==> src/rtl/imem_fetch_unit_if.sv <==
`default_nettype none
// +----------------------------------------------------------------------------+
// | imem_fetch_unit_if                                                         |
// | Load port and fetch handshake bundle for the writable instruction memory.  |
// | Revision: 1.0                                                              |
// +----------------------------------------------------------------------------+
interface imem_fetch_unit_if #(
  parameter int DATA_W = 32,
  parameter int DEPTH  = 128,
  parameter int ADDR_W = 32,
  parameter int IDX_W  = $clog2(DEPTH)
);
  logic              busy;
  logic              ld_en;
  logic [IDX_W-1:0]  ld_idx;
  logic [DATA_W-1:0] ld_data;
  logic              fetch_req;
  logic [ADDR_W-1:0] fetch_addr;
  logic              fetch_ready;
  logic              fetch_valid;
  logic [DATA_W-1:0] instruction;
  logic              fetch_err;

  // Requester side: drives loads and fetches, consumes results.
  modport master (
    input  busy, fetch_valid, instruction, fetch_err,
    output ld_en, ld_idx, ld_data, fetch_req, fetch_addr, fetch_ready
  );

  // Memory side.
  modport slave (
    output busy, fetch_valid, instruction, fetch_err,
    input  ld_en, ld_idx, ld_data, fetch_req, fetch_addr, fetch_ready
  );
endinterface
`default_nettype wire

==> src/rtl/imem_fetch_unit.sv <==
`default_nettype none
// +----------------------------------------------------------------------------+
// | imem_fetch_unit                                                            |
// | Writable instruction memory: post-reset clear sequencer, word load port,   |
// | registered byte-addressed fetch with error flag and stall-tolerant output. |
// | Optional build macro IMEM_BOOT_PROGRAM_EN preloads a 4-word boot program.  |
// | Revision: 1.0                                                              |
// +----------------------------------------------------------------------------+
module imem_fetch_unit #(
  parameter int DATA_W = 32,
  parameter int DEPTH  = 128,
  parameter int ADDR_W = 32,
  parameter int IDX_W  = $clog2(DEPTH)
) (
  input  logic                   clk,
  input  logic                   reset,
  imem_fetch_unit_if.slave       bus
);

  localparam logic [IDX_W-1:0]  c_last_idx = IDX_W'(DEPTH - 1);
  localparam logic [ADDR_W-3:0] c_depth_w  = (ADDR_W-2)'(DEPTH);
`ifdef IMEM_BOOT_PROGRAM_EN
  localparam logic [DATA_W-1:0] c_boot0 = DATA_W'(32'h00011020);
  localparam logic [DATA_W-1:0] c_boot1 = DATA_W'(32'h00642820);
  localparam logic [DATA_W-1:0] c_boot2 = DATA_W'(32'hae010000);
  localparam logic [DATA_W-1:0] c_boot3 = DATA_W'(32'h8e040000);
`endif

  typedef enum logic [0:0] {
    ST_CLEAR = 1'b0,
    ST_READY = 1'b1
  } state_t;

  state_t            r_state;
  logic [IDX_W-1:0]  r_clr_idx;
  logic              r_valid;
  logic [DATA_W-1:0] r_instr;
  logic              r_err;
  logic [DATA_W-1:0] r_mem [DEPTH];

  logic              w_busy;
  logic              w_accept;
  logic [ADDR_W-3:0] w_word;
  logic [IDX_W-1:0]  w_idx;
  logic              w_err;
  logic              w_bypass;
  logic [DATA_W-1:0] w_rdata;

  assign w_busy   = (r_state == ST_CLEAR);
  assign w_accept = bus.fetch_req & ~w_busy & (~r_valid | bus.fetch_ready);

  // Range check uses the whole word address so high address bits never alias.
  assign w_word   = bus.fetch_addr[ADDR_W-1:2];
  assign w_idx    = w_word[IDX_W-1:0];
  assign w_err    = (bus.fetch_addr[1:0] != 2'b00) | (w_word >= c_depth_w);
  assign w_bypass = bus.ld_en & ~w_busy & (bus.ld_idx == w_idx);
  assign w_rdata  = w_bypass ? bus.ld_data : r_mem[w_idx];

  always_ff @(posedge clk) begin
    if (!reset) begin
      r_state   <= ST_CLEAR;
      r_clr_idx <= '0;
      r_valid   <= 1'b0;
      r_instr   <= '0;
      r_err     <= 1'b0;
    end else begin
      if (r_state == ST_CLEAR) begin
        r_clr_idx <= r_clr_idx + 1'b1;
        if (r_clr_idx == c_last_idx) begin
          r_state <= ST_READY;
        end
      end

      if (w_accept) begin
        r_valid <= 1'b1;
        r_err   <= w_err;
        r_instr <= w_err ? '0 : w_rdata;
      end else if (bus.fetch_ready) begin
        r_valid <= 1'b0;
      end
    end
  end

  // Array has no reset of its own; the sequencer rewrites every word after reset.
  always_ff @(posedge clk) begin
    if (reset) begin
      if (r_state == ST_CLEAR) begin
        r_mem[r_clr_idx] <= '0;
`ifdef IMEM_BOOT_PROGRAM_EN
        // Placed after the clear write so word DEPTH-1 keeps its boot value when DEPTH is 4.
        if (r_clr_idx == c_last_idx) begin
          r_mem[0] <= c_boot0;
          r_mem[1] <= c_boot1;
          r_mem[2] <= c_boot2;
          r_mem[3] <= c_boot3;
        end
`endif
      end else if (bus.ld_en) begin
        r_mem[bus.ld_idx] <= bus.ld_data;
      end
    end
  end

  assign bus.busy        = w_busy;
  assign bus.fetch_valid = r_valid;
  assign bus.instruction = r_instr;
  assign bus.fetch_err   = r_err;

endmodule
`default_nettype wire
==> src/flat_wrapper.sv <==
// flat-port wrapper written by rule: the top's interface ports become plain ports
module imem_fetch_unit_flat 
#(
  parameter int DATA_W = 32,
  parameter int DEPTH  = 128,
  parameter int ADDR_W = 32,
  parameter int IDX_W  = $clog2(DEPTH)
)
  (clk, reset, bus_busy, bus_fetch_valid, bus_instruction, bus_fetch_err, bus_ld_en, bus_ld_idx, bus_ld_data, bus_fetch_req, bus_fetch_addr, bus_fetch_ready);
  imem_fetch_unit_if #(.DATA_W(DATA_W), .DEPTH(DEPTH), .ADDR_W(ADDR_W), .IDX_W(IDX_W)) bus_i ();
  input  logic clk;
  input  logic reset;
  output wire logic [$bits(bus_i.busy)-1:0] bus_busy;
  output wire logic [$bits(bus_i.fetch_valid)-1:0] bus_fetch_valid;
  output wire logic [$bits(bus_i.instruction)-1:0] bus_instruction;
  output wire logic [$bits(bus_i.fetch_err)-1:0] bus_fetch_err;
  input wire logic [$bits(bus_i.ld_en)-1:0] bus_ld_en;
  input wire logic [$bits(bus_i.ld_idx)-1:0] bus_ld_idx;
  input wire logic [$bits(bus_i.ld_data)-1:0] bus_ld_data;
  input wire logic [$bits(bus_i.fetch_req)-1:0] bus_fetch_req;
  input wire logic [$bits(bus_i.fetch_addr)-1:0] bus_fetch_addr;
  input wire logic [$bits(bus_i.fetch_ready)-1:0] bus_fetch_ready;
  assign bus_busy = bus_i.busy;
  assign bus_fetch_valid = bus_i.fetch_valid;
  assign bus_instruction = bus_i.instruction;
  assign bus_fetch_err = bus_i.fetch_err;
  assign bus_i.ld_en = bus_ld_en;
  assign bus_i.ld_idx = bus_ld_idx;
  assign bus_i.ld_data = bus_ld_data;
  assign bus_i.fetch_req = bus_fetch_req;
  assign bus_i.fetch_addr = bus_fetch_addr;
  assign bus_i.fetch_ready = bus_fetch_ready;
  imem_fetch_unit #(.DATA_W(DATA_W), .DEPTH(DEPTH), .ADDR_W(ADDR_W), .IDX_W(IDX_W)) u_core (.clk(clk), .reset(reset), .bus(bus_i));
endmodule
==> config.mk <==
export PLATFORM = sky130hd
export DESIGN_NAME = imem_fetch_unit_flat
export DESIGN_NICKNAME = d
export VERILOG_FILES = /design/src/rtl/imem_fetch_unit_if.sv /design/src/rtl/imem_fetch_unit.sv /design/src/flat_wrapper.sv
export SDC_FILE = /design/constraint.sdc
export NUM_CORES = 2
export LEC_CHECK = 0
export CAP_MARGIN = 20
export CORE_MARGIN = 4
export CORE_UTILIZATION = 35
export DETAILED_ROUTE_END_ITERATION = 6
export GPL_TIMING_DRIVEN = 1
export HOLD_SLACK_MARGIN = 0.15
export PLACE_DENSITY_LB_ADDON = 0.08
export REMOVE_ABC_BUFFERS = 1
export SLEW_MARGIN = 20
export SYNTH_ARGS = -nofsm -noshare
export SYNTH_HDL_FRONTEND = slang
export SYNTH_SLANG_ARGS = --single-unit
export TNS_END_PERCENT = 1
==> constraint.sdc <==
create_clock -name clk -period 10 [get_ports clk]
set_input_delay 2 -clock clk [delete_from_list [all_inputs] [get_ports clk]]
set_output_delay 2 -clock clk [all_outputs]
set_load 0.005 [all_outputs]
# == Word-level counts from Yosys, hierarchy flattened ==
# Memory sizes are Yosys's and may differ from the RTL's.
# Index checks and enable logic that the tools add are counted.
# totals
wordCells,37
register_bits,42
n_memories,1
inputBits,76
ram_bits,4096
# mem_list
name,depth,width,rd,rd_ports_with_merged_regs,write_ports,line,source
u_core.r_mem,128,32,1,0,1,imem_fetch_unit.sv:39,logic [DATA_W-1:0] r_mem [DEPTH];
# op_classes
n_mux,16
reduce_logical,3
n_eq_ne,2
n_lt_le_gt_ge,1
bitwise_logic,8
add_sub_neg,1
# op_table
cell,n
two-way mux 32 bit,3
OR reduction 32 bit,1
"greater-or-equal comparator 30 x 8 -> 1 bit, second input constant",1
two-way mux 1 bit,12
"adder 7 x 1 -> 7 bit, second input constant",1
equality test 7 bit,1
"equality test 7 bit, second input constant",1
two-way mux 7 bit,1
bitwise AND 1 bit,4
nonzero test 2 bit,2
NOT 1 bit,2
bitwise OR 1 bit,2

# == Logic depth before layout (Yosys ltp) ==
# depth
depth_word,6
depth_mapped,13

# == Worst setup path before layout ==
# Ideal clock, no wire load.
# synth_timing
path_kind,input to register
from,in reset
to,mem u_core.r_mem[0][10] (data pin)
setup_ns,0.535
path_buffers,4
arrival_ns,4.768
path_stages,6
slack_ns,4.697
required_ns,9.465
cell_sequence,and3_1 -> clkbuf_1 -> clkbuf_1 -> clkbuf_1 -> clkbuf_1 -> and2_1
# synth_between
elab_chain_cells,4
# synth_rtl
item,line,source
from (decl),flat_wrapper.sv:12,input logic reset;
two-way mux 1 bit,imem_fetch_unit.sv:86,if (reset) begin
two-way mux 1 bit (implied by the code),imem_fetch_unit.sv:99,r_mem[bus.ld_idx] <= bus.ld_data;
OR reduction 32 bit (no line),-,
two-way mux 32 bit (no line),-,
to (decl),imem_fetch_unit.sv:39,
# No other way between the ends.

# == Worst setup path after layout ==
# layout_timing
from,in reset
to,"mem u_core.r_mem[40][8], enable pin"
# layout_between
elab_chain_cells,4
word_cells_on_any_way,7
cone_classes,6 x mux; 1 x reduce/logical
# layout_rtl
item,line
two-way mux 1 bit,imem_fetch_unit.sv:86
two-way mux 1 bit (implied by the code),imem_fetch_unit.sv:99
OR reduction 32 bit (no line),-
two-way mux 7 bit (no line) or two-way mux 1 bit (tied branches),-
# Parallel ways exist; a longest one is shown, timed or not.

==> results.md <==
- Fillers: 40800
- Syn_area_per_cell: 20.1 µm²
- Placer Congestion: around 0.83
- Synthesized area: 0.162 mm²
- Critical Path Source Type: input pin
- Crit. path cell count: 7
- Mapped Cells: 8041
- Relative slew slack: slightly above 9%
- Boundary pin count: 111
- Worst IR Drop VDD: 145 µV
- R2R Path End: u_core.r_mem[40][8]
- Worst-skew pair later-pin latency: 1.02 ns
- Drt first-iter violations: 10200
- Placeable core area: 0.460 mm²
- Die H: 688 µm
- Met3 GRT Util: 3.80%
- Unrepaired setup endpoints after global routing: false
- Hold-fix buffers, CTS: 0
- DRT Wirelength: ~580000 µm
- Met2 Use GR: 39.8%
- WL/cell: ~39 µm
- I/O Buffers: 110
- Initial antenna violation count: 76
- Final Setup Violations: 0
- Fraction of layout instances using a drive strength above 1: 21.0%
- Layout Cells excl Fill: approximately 15000
- Resize count post-CTS: 0
- Final hold vios: 0
- Most used routing layer: met2
- Reg area: 0.124 mm²
- Number of synthesized flops with an enable pin: roughly 4100
- Ys Warns: 0
- Worst EP arrival: about 6.7 ns
- Yosys top cell area share: between 70% and 80%
- Critical Path RT: 10.62 ns
- R2r startpoint: u_core.r_state
- Nets@finish: about 8600
- GRT Util Overall: 24.1%
- DRC: 4
- CP top delay family: simple AND/OR/NAND/NOR gates
- Clock transition at path regs: roughly 0.06 ns
- Area contributors post-synth: edfxtp_1, mux4_2, mux2i_1
- Chip Width: between 600 and 700 µm
- Status: complete, but fails checks
- Die ar.: 0.473 mm²
- MaxCap Viol Count: 0
- H-tree depth: 5
- Crit path from: reset
- Vias: 85200
- Num CTS Buffers: 458
- ANT nets after route: 0
- Multi-input gate area: 0.0356 mm²
- Worst path max stage delay: 1.07 ns
- Reg2reg setup slack: 4.88 ns
- Violations in the final reports: design-rule violations
- CP endpoint kind: flop
- Ys async rst share: 0%
- Number of global-route vias before repair: approximately 84000
- DR vias/cell: between 5 and 6
- Worst min-delay path category: reg -> reg
- Post-route minimum period: 6.10 ns
- Worst Reg-to-Reg Cells: 7
- Flops & latches, synth: about 4100
- Root buf cell: clkbuf_16
- Netlist cell types: 81
- Buf+Inv Stages, Crit Path: 2
- Peak Freq: 164 MHz
- CP endpoint: u_core.r_mem[40][8]
- Layout area overhead: 16.3%
- Rows: 249
- M1 GR Usage: 32.9%
- Worst-Margin Slew: between 1 and 1.5 ns
- Cell taking the most area after synthesis: edfxtp_1
- Initial DRT Pass Iterations: 7
- Placed insts: 14200
- Clock Path Buffers: 4
- Largest net degree at the start of global routing: 93
- Pwr dens: 197 mW/mm²
- Global route overflow: 0
- CTS tree: yes
- CTS sink cnt: slightly above 4000
- CP Max Fanout: 58
- Register area share after synthesis: between 70% and 80%
- Critical path type: in -> reg
- Initial Util: 35.1%
- Post-DP HPWL: between 300000 and 400000 µm
- Leak: 66.0 nW
- Hold_ws: 0.470 ns
- Worst-path cell with the longest stage delay: nor2_4
- Critical path, cell by cell: clkdlybuf4s50_1 -> and3_4 -> mux2i_2 -> nand2b_1 -> inv_1 -> nand2_4 -> nor2_4
- Slew Limit Fails: 0
- First-pass GRT wire length: roughly 770000 µm
- Main synth FF type: edfxtp_1
- Setup Buffers After CTS: 0
- Post-route clock period utilization: 61.0%
- Fin Clk Skew: about 0.044 ns
## through the flow
stage               total power [mW]  utilization, %  setup TNS (ns)  setup WS, ns  cell area [µm²]
floorplan                       19.8               -          -54.11         -2.01           158000
finish                          37.0            40.9               0          3.90           188000
global placement                20.9            37.1               0          2.29           170000
CTS                             37.4            40.8               0          3.93           187000
global route                    38.2            40.9               0          3.92           188000
detailed placement              20.9            37.6               0          2.84           173000
## tightest hold or removal path, stage by stage, from the launching register on
cell,delay [ns]
dfxtp_1,0.33
nand2_1,0.05
o31ai_1,0.06
## layout by cell type (no fill, tap or decap), types with 31 or more instances in the layout
| master | n |
|---|---|
| nor2_4 | 130 |
| mux2_2 | 36 |
| and2_4 | 33 |
| nand3_1 | 38 |
| a22oi_1 | 59 |
| a221o_1 | 105 |
| buf_4 | 227 |
| a211oi_1 | 50 |
| mux4_2 | 560 |
| o31ai_1 | 42 |
| clkdlybuf4s50_1 | 105 |
| a21oi_1 | 156 |
| nand2_1 | 132 |
| clkinv_1 | 118 |
| clkbuf_16 | 470 |
| a221oi_1 | 301 |
| o22ai_1 | 33 |
| nor2_1 | 143 |
| buf_16 | 60 |
| clkinv_2 | 99 |
| dfxtp_1 | 42 |
| diode_2 | 33 |
| edfxtp_1 | 4096 |
| o21ai_0 | 221 |
| clkbuf_1 | 94 |
| nand2b_1 | 35 |
| nor3_1 | 96 |
| mux2i_1 | 912 |
| bufinv_16 | 39 |
| o21ai_1 | 31 |
| buf_12 | 86 |
## logic make-up after synthesis
logic type	after synthesis	synth area share, %
DFF	4138	76.6
buffers and inverters	500	2.19
muxes	1513	13.8
xor gates and xnor gates	12	0.0650
and+or+nand+nor	717	2.06
adders and majority gates	1	0.00774
AOI/OAI and AO/OA	1160	5.28
## routing by layer
layer	wire (µm)	part of all wire [%]	vias up
met3	38000	6.5	683
met1	243000	42	46500
met5	109	0.019	-
met4	19600	3.4	20
li1	-	-	34700
met2	281000	48	3298
## Yosys cell counts, types with 87 or more instances
master and n:
a21oi_1 158, a221o_1 105, a221oi_1 303, buf_2 94
buf_6 87, clkbuf_1 184, edfxtp_1 4096, mux2i_1 913
mux4_2 560, nand2_1 136, nor2_1 272, nor3_1 100
o21ai_0 231
## how the worst min path moves through the flow
stage,from,endpoint,slack [ns],cells past startpoint
6_report,u_core.bus.instruction[8],u_core.bus.instruction[8],0.47,2
5_1_grt,u_core.bus.instruction[8],u_core.bus.instruction[8],0.50,2
4_1_cts,u_core.bus.instruction[8],u_core.bus.instruction[8],0.47,2
3_5_place_dp,u_core.bus.instruction[8],u_core.bus.instruction[8],0.45,2
3_3_place_gp,u_core.bus.instruction[8],u_core.bus.instruction[8],0.45,2
2_1_floorplan,u_core.bus.instruction[29],u_core.bus.instruction[29],0.44,2
## final cells by class
type,instances,area share (%)
Sequential cell,4138,65.9
Multi-Input combinational cell,3403,18.9
Clock buffer,572,6.50
Tap cell,6149,4.09
Timing Repair Buffer,491,3.33
Clock inverter,272,1.23
Antenna cell,33,0.0439
Inverter,8,0.0240
## state kept, by name (all words and copies together), names as in the netlist
| signal | cells |
|---|---|
| u_core.bus.fetch_err | 1 |
| u_core.bus.fetch_valid | 1 |
| u_core.bus.instruction | 32 |
| u_core.r_clr_idx | 7 |
| u_core.r_mem | 4096 |
| u_core.r_state | 1 |
## power by group
group | total (mW) | switching (mW) | leakage, nW | internal, mW
Clock | 16.5 | 6.94 | 7.16 | 9.59
Combinational | 1.71 | 1.19 | 15.2 | 0.529
Sequential | 18.8 | 0.00701 | 43.7 | 18.8
(Power assumes the default switching activity.)
